$ cat src/rtl/serdesphy_ana_rx_signal_qualifier.sv
// RX signal qualifier: debounces signal detect, checks transition density per window,
// gates serial data to the CDR. Optional sticky LOS flag under SERDESPHY_RX_LOS_STICKY_EN.
module serdesphy_ana_rx_signal_qualifier #(
  parameter int ASSERT_CNT   = 16,
  parameter int DEASSERT_CNT = 32,
  parameter int WIN_LEN      = 64,
  parameter int MIN_TRANS    = 8
) (
  input  logic       clk,
  input  logic       rst,
  input  logic       enable,
  input  logic       serial_data_in,
  input  logic       signal_detected_in,
`ifdef SERDESPHY_RX_LOS_STICKY_EN
  input  logic       los_clr,
  output logic       los_sticky,
`endif
  output logic       serial_data_out,
  output logic       data_valid,
  output logic       los,
  output logic [1:0] state,
  output logic [7:0] trans_last
);

  typedef enum logic [1:0] {
    ST_LOS   = 2'd0,
    ST_ACQ   = 2'd1,
    ST_VALID = 2'd2
  } state_e;

  localparam logic [7:0] ASSERT_M1   = 8'(ASSERT_CNT - 1);
  localparam logic [7:0] DEASSERT_M1 = 8'(DEASSERT_CNT - 1);
  localparam logic [7:0] WIN_M1      = 8'(WIN_LEN - 1);
  localparam logic [8:0] MIN_T       = 9'(MIN_TRANS);

  state_e     state_q, state_d;
  logic [7:0] det_cnt_q, det_cnt_d;
  logic [7:0] win_cnt_q, win_cnt_d;
  logic [7:0] trans_cnt_q, trans_cnt_d;
  logic [7:0] miss_cnt_q, miss_cnt_d;
  logic [7:0] trans_last_q, trans_last_d;
  logic       prev_q;
  logic       dout_q;
  logic       dv_q;

  logic       trans;
  logic       win_end;
  logic [8:0] win_total;
  logic       win_ok;

  always_comb begin
    trans     = serial_data_in ^ prev_q;
    win_end   = (win_cnt_q == WIN_M1);
    win_total = {1'b0, trans_cnt_q} + {8'd0, trans};
    win_ok    = (win_total >= MIN_T);
  end

  always_comb begin
    state_d      = state_q;
    det_cnt_d    = det_cnt_q;
    win_cnt_d    = win_cnt_q;
    trans_cnt_d  = trans_cnt_q;
    miss_cnt_d   = miss_cnt_q;
    trans_last_d = trans_last_q;

    case (state_q)
      ST_LOS: begin
        win_cnt_d   = '0;
        trans_cnt_d = '0;
        miss_cnt_d  = '0;
        if (signal_detected_in) begin
          if (det_cnt_q == ASSERT_M1) begin
            state_d   = ST_ACQ;
            det_cnt_d = '0;
          end else begin
            det_cnt_d = det_cnt_q + 8'd1;
          end
        end else begin
          det_cnt_d = '0;
        end
      end

      ST_ACQ, ST_VALID: begin
        det_cnt_d = '0;
        // Window runs identically in both states so it spans ACQ->VALID untouched.
        if (win_end) begin
          trans_last_d = (win_total > 9'd255) ? 8'hFF : win_total[7:0];
          win_cnt_d    = '0;
          trans_cnt_d  = '0;
        end else begin
          win_cnt_d    = win_cnt_q + 8'd1;
          trans_cnt_d  = trans_cnt_q + {7'd0, trans};
        end

        if (state_q == ST_ACQ) begin
          miss_cnt_d = '0;
          if (!signal_detected_in) begin
            state_d     = ST_LOS;
            win_cnt_d   = '0;
            trans_cnt_d = '0;
          end else if (win_end && win_ok) begin
            state_d = ST_VALID;
          end
        end else begin
          miss_cnt_d = signal_detected_in ? 8'd0 : miss_cnt_q + 8'd1;
          // Loss of detect outranks a same-cycle density failure.
          if (!signal_detected_in && (miss_cnt_q == DEASSERT_M1)) begin
            state_d     = ST_LOS;
            win_cnt_d   = '0;
            trans_cnt_d = '0;
            miss_cnt_d  = '0;
          end else if (win_end && !win_ok) begin
            state_d    = ST_ACQ;
            miss_cnt_d = '0;
          end
        end
      end

      default: begin
        state_d     = ST_LOS;
        det_cnt_d   = '0;
        win_cnt_d   = '0;
        trans_cnt_d = '0;
        miss_cnt_d  = '0;
      end
    endcase
  end

  always_ff @(posedge clk) begin
    if (rst || !enable) begin
      state_q     <= ST_LOS;
      det_cnt_q   <= '0;
      win_cnt_q   <= '0;
      trans_cnt_q <= '0;
      miss_cnt_q  <= '0;
      prev_q      <= 1'b0;
      dout_q      <= 1'b0;
      dv_q        <= 1'b0;
    end else begin
      state_q     <= state_d;
      det_cnt_q   <= det_cnt_d;
      win_cnt_q   <= win_cnt_d;
      trans_cnt_q <= trans_cnt_d;
      miss_cnt_q  <= miss_cnt_d;
      prev_q      <= serial_data_in;
      dout_q      <= (state_q == ST_VALID) & serial_data_in;
      dv_q        <= (state_q == ST_VALID);
    end
  end

  // Last window total survives a disable; only reset clears it.
  always_ff @(posedge clk) begin
    if (rst)         trans_last_q <= '0;
    else if (enable) trans_last_q <= trans_last_d;
  end

`ifdef SERDESPHY_RX_LOS_STICKY_EN
  logic sticky_q;
  logic sticky_set;

  always_comb sticky_set = enable && (state_q == ST_VALID) && (state_d != ST_VALID);

  always_ff @(posedge clk) begin
    if (rst)             sticky_q <= 1'b0;
    else if (sticky_set) sticky_q <= 1'b1;
    else if (los_clr)    sticky_q <= 1'b0;
  end

  assign los_sticky = sticky_q;
`endif

  assign serial_data_out = dout_q;
  assign data_valid      = dv_q;
  assign los             = (state_q == ST_LOS);
  assign state           = state_q;
  assign trans_last      = trans_last_q;

endmodule

$ cat config.mk
export PLATFORM = sky130hd
export DESIGN_NAME = serdesphy_ana_rx_signal_qualifier
export DESIGN_NICKNAME = d
export VERILOG_FILES = /design/src/rtl/serdesphy_ana_rx_signal_qualifier.sv
export SDC_FILE = /design/constraint.sdc
export NUM_CORES = 1
export LEC_CHECK = 0
export CORE_AREA = 10 10 99 101
export DETAILED_ROUTE_END_ITERATION = 16
export DIE_AREA = 0 0 109 111
export PLACE_DENSITY_LB_ADDON = 0.05
export SLEW_MARGIN = 20
export SYNTH_ARGS = -nofsm -noshare
export SYNTH_HDL_FRONTEND = slang
export SYNTH_SLANG_ARGS = --single-unit
$ cat constraint.sdc
create_clock -name clk -period 2.3 [get_ports clk]
set_input_delay 0.46 -clock clk [delete_from_list [all_inputs] [get_ports clk]]
set_output_delay 0.46 -clock clk [all_outputs]
set_load 0.01 [all_outputs]
* Yosys cells after proc, flatten, opt, wreduce, memory -nomap -nowiden *
Index checks and enable logic that the tools add are counted.

cells by class
  add/subtract/negate cells = 5
  multiplexer cells = 17
  bitwise gates (word level) = 5
  equality and inequality tests = 9
  reduce and logical (&&, ||, !) cells = 14
  magnitude comparators = 2

operators with widths
  operator             number
  $mux 8               9
  $add 8x1->8 const B  3
  $mux 2               7
  $add 8x1->9          1
  $ge 9x4->1 const B   1
  $gt 9x8->1 const B   1
  $add 8x1->8          1
  $eq 8x4->1 const B   1
  $eq 8x5->1 const B   1
  $eq 8x6->1 const B   1
  $ne 4x4->1 const B   2
  $reduce_or 6->1      1
  $pmux 2 s2           1
  $reduce_and 4->1     1
  $reduce_or 2->1      2
  $reduce_or 4->1      1
  $logic_and 1x1->1    3
  $logic_not 1->1      3
  $not 1->1            3
  $reduce_and 3->1     1
  $eq 2x1->1 const B   1
  $eq 2x2->1 const B   1
  $logic_not 2->1      1
  $ne 2x1->1 const B   1
  other kinds (4)      4

storage, ports and cells
  logic and storage cells = 61
  output and inout bits = 13
  input bits = 5
  register bits = 45

* Depth between registers and ports, before layout *
  depth after elaboration = 9
  gate-level depth with buffers = 9
  gate-level depth less buffers = 9

* Worst setup path before layout *
No wires, ideal clock.

  path type = in2reg
  from = input serial_data_in
  to = register state_q[0] (netlist: state[0])
  library setup time = 72 ps
  stages = 9
  arrival time = 2146 ps
  slack = 82 ps
  data required time = 2228 ps
  cells stage by stage = xor2_1 > ha_1 > ha_1 > nand3_1 > nor2_1 > mux2i_1 > nand4_1 > a41oi_2 > mux2i_1

between the ends
  cells in the longest elaborated chain, start to end = 7
  elaborated cells between the ends (all ways) = 9

RTL lines
  item                            line  text
  start: declaration              12    input logic serial_data_in,
  $xor 1x1->1 (*)                 52    trans = serial_data_in ^ prev_q;
  $add 8x1->9 (*)                 54    win_total = {1'b0, trans_cnt_q} + {8'd0, trans};
  $ge 9x4->1 (*)                  55    win_ok = (win_total >= MIN_T);
  $logic_not 1->1                 112   end else if (win_end && !win_ok) begin
  $logic_and 1x1->1               112
  $ne 4x4->1 (no line)            n/a
  $reduce_and 4->1 (no line) (*)  n/a
  end signal: assignment          140   state_q <= state_d;
  end: declaration                36    state_e state_q, state_d;

Every way passes the cells marked *; elsewhere a longest branch is shown, timed or not.
A chain may end at the register's enable or synchronous reset.

* Worst setup path in the final report *
Same ends and word-level chain as after synthesis.

==> summary.md <==
| Metric | Value |
|---|---|
| WP data required | 2.53 ns |
| CP Class | primary input to flop |
| RSZ-0062 raised after global routing | no |
| 1st-iter DRT viols | 62 |
| CP cell instances | dlygate4sd2_1 > xor2_1 > ha_2 > buf_4 > and3_2 > nand3_1 > xor2_1 > nand4_1 > a41oi_2 > mux2i_1 |
| Synth area leader | dfxtp_1 |
| Vias in the first global route | 1482 |
| Number of synthesized flops with an enable pin | 0 |
| Core Util, Final | 30.7% |
| Rows | 33 |
| Clock Path Buffers | 2 |
| Crit end category | flop |
| Synth warnings | 0 |
| R2R setup slack | 0.27 ns |
| Worst EP arrival | 2.37 ns |
| Post-DR wirelength/cell | 12.2 um |
| DR pass1 iterations | 4 |
| Slowest CP cell | xor2_1 |
| First-pass GRT wire length | 7210 um |
| Simple-gate share of the synthesized area | 25.1% |
| Total Nets Final | 256 |
| Post-synthesis mux area share | 1.56% |
| CP delay by family, top | simple AND/OR/NAND/NOR gates |
| Area grow syn2layout | 27.5% |
| Vias per Instance | 4.20 |
| Worst path max stage delay | 0.29 ns |
| Period utilisation layout | 92.8% |
| DR DRC count | 0 |
| # Max-Cap Violations | 0 |
| Status | finished, final reports clean |
| CTS tree | built |
| Synthesized instance count | 207 |
| Syn_nets | 221 |
| Clk_lat worst skew | 0.29 ns |
| Final Hold Viols | 0 |
| GPL Wtd Cong | 0.718 |
| Initial antenna violation count | 0 |
| H-tree levels | 2 |
| Max-slew headroom | 75.3% |
| Num Clock Sinks | 45 |
| Die Wd | 109 um |
| HP Class | flop to flop |
| Combinational family with the most area after synthesis | simple AND/OR/NAND/NOR gates |
| Clk pin slew, worst setup/hold paths | 0.08 ns |
| CTS Buf Count | 5 |
| ANT nets after route | 0 |
| Synth top area share | 46.9% |
| Starting Density | 24.1% |
| P_leak | 0.905 nW |
| Total congestion overflow | 0 |
| Final setup viols | 0 |
| Compound-Gate Fraction of Synth Area | 5.99% |
| Mapped cell area | 1920 sq um |
| Critical path buffer and inverter count | 2 |
| Gr usage total | 7.43% |
| Setup TNS | 0 ns |
| Port bufs | 17 |
| Syn_area_per_cell | 9.28 sq um |
| Max VDD drop | 0.176 mV |
| Final wirelength | 4260 um |
| Ys async rst share | 0% |
| Die Footprint | 12100 sq um |
| Number of antenna diodes | 0 |
| Synth area leaders | dfxtp_1 47%, nor2_1 7.8%, xor2_1 7.8%, ha_1 5.9%, xnor2_1 4.6% |
| Worst-Margin Slew | 0.367 ns |
| Core Area | 7970 sq um |
| Post-synth top flop | dfxtp_1 |
| Power per cell area | 551 nW/um^2 |
| Pin count of the biggest net entering global routing | 14 |
| Sequential-to-total area share from yosys stat | 46.9% |
| Die Ht | 111 um |
| Synth Register Bits | 45 |
| Via count | 1461 |
| Layout cell share with drive strength beyond 1 | 13.6% |
| Number of I/O pins | 18 |
| CP startpoint kind | primary input |
| F_max | 0.469 GHz |
| Dpl hpwl | 3230 um |
| Synth cell types | 32 |
| Hold Buf Count CTS | 0 |
| Final Max Slew Viols | 0 |
| Adder-cell share of the synthesized area | 5.86% |
| Root Buffer | clkbuf_8 |
| Min Tclk post-route | 2.13 ns |
| Worst clock skew | 0.00534 ns |
| Most frequent CP cell | xor2_1 |
| CP max FO | 4 |
| Synth Area in XOR/XNOR | 12.3% |
[layout by cell type (no fill, tap or decap), types with 2 or more instances in the layout]
cell / synthesis / layout
dfxtp_1: 45 / 45
nor2_1: 40 / 39
xor2_1: 17 / 17
clkdlybuf4s50_1: 0 / 16
buf_4: 0 / 15
nand3_1: 15 / 14
nand2_1: 11 / 11
xnor2_1: 10 / 10
and3_1: 8 / 8
a211oi_1: 8 / 8
inv_1: 7 / 7
ha_1: 9 / 7
clkbuf_8: 0 / 7
nor3_1: 4 / 4
nand4_1: 4 / 4
and2_1: 3 / 3
nand2b_1: 2 / 2
and4_1: 2 / 2
nor4_1: 2 / 2
mux2i_1: 3 / 2
[sequential cells by signal (all words and copies together), names as in the netlist]
signal / cells
serial_data_out: 1
prev_q: 1
win_cnt_q: 8
trans_cnt_q: 8
data_valid: 1
miss_cnt_q: 8
trans_last: 8
state: 2
det_cnt_q: 8
[power breakdown]
group          switching [mW]  total, mW  internal (mW)
Clock                   0.269      0.541          0.272
Sequential           0.000891      0.781          0.780
Combinational          0.0149     0.0277         0.0128
[worst register-to-register path: stages, from the launching register on]
cell     delay [ns]
dfxtp_1        0.31
xor2_1         0.15
ha_2           0.20
buf_4          0.13
and3_2         0.19
nand3_1        0.09
xor2_1         0.29
nand4_1        0.16
a41oi_2        0.24
mux2i_1        0.20
[logic make-up after synthesis]
kind of cell | count (synthesis)
and+or+nand+nor | 98
DFF | 45
xor gates and xnor gates | 27
AOI/OAI and AO/OA | 14
buffers and inverters | 11
adders and majority gates | 9
muxes | 3
[metal layers]
metal	wire length, um	global-route usage, %	vias up
li1	-	-	770
met1	2110	9.85	666
met2	1860	10.5	20
met3	221	2.97	5
met4	61	2.64	0
met5	0	0	-
[what timing repair did]
item,in CTS,in global routing
resized for setup,5,3
setup buffers,1,1
pin swaps,5,5
setup endpoints to repair,9,8
[metrics by stage]
stage | power [mW] | setup slack (ns) | area, sq um | cells | hold slack, ns
after CTS | 1.38 | 0.0618 | 2420 | 347 | 0.459
after floorplan | 0.810 | 0.0822 | 1920 | 207 | 0.418
after global routing | 1.41 | 0.00474 | 2450 | 348 | 0.505
after global placement | 0.829 | -0.468 | 2300 | 338 | 0.437
after detailed placement | 0.828 | -0.535 | 2300 | 338 | 0.439
final | 1.35 | 0.166 | 2450 | 348 | 0.450
[cell usage after synthesis (2+ instances only)]
cell type / n
dfxtp_1: 45
nor2_1: 40
xor2_1: 17
nand3_1: 15
nand2_1: 11
xnor2_1: 10
ha_1: 9
a211oi_1: 8
and3_1: 8
inv_1: 7
nand4_1: 4
nor3_1: 4
and2_1: 3
mux2i_1: 3
and4_1: 2
buf_2: 2
clkbuf_1: 2
nand2b_1: 2
nor4_1: 2
[final cells by class]
| cell class | instances | area, sq um |
|---|---|---|
| sequential | 45 | 901 |
| clock inverter | 1 | 5.00 |
| timing repair buffer | 32 | 282 |
| fill | 842 | 5520 |
| multi-input combinational | 151 | 1010 |
| inverter | 7 | 26.3 |
| clock buffer | 7 | 96.3 |
| tap | 105 | 131 |
[final timing paths]
check / depth (start not counted) / endpoint / from
worst min register to register: 1 / det_cnt_q[0] / det_cnt_q[0]
worst max register to register: 9 / state[0] / prev_q
worst min-delay path: 1 / det_cnt_q[0] / det_cnt_q[0]
worst max-delay path: 10 / state[0] / serial_data_in
No activity file was read; power rests on OpenSTA's default activity.
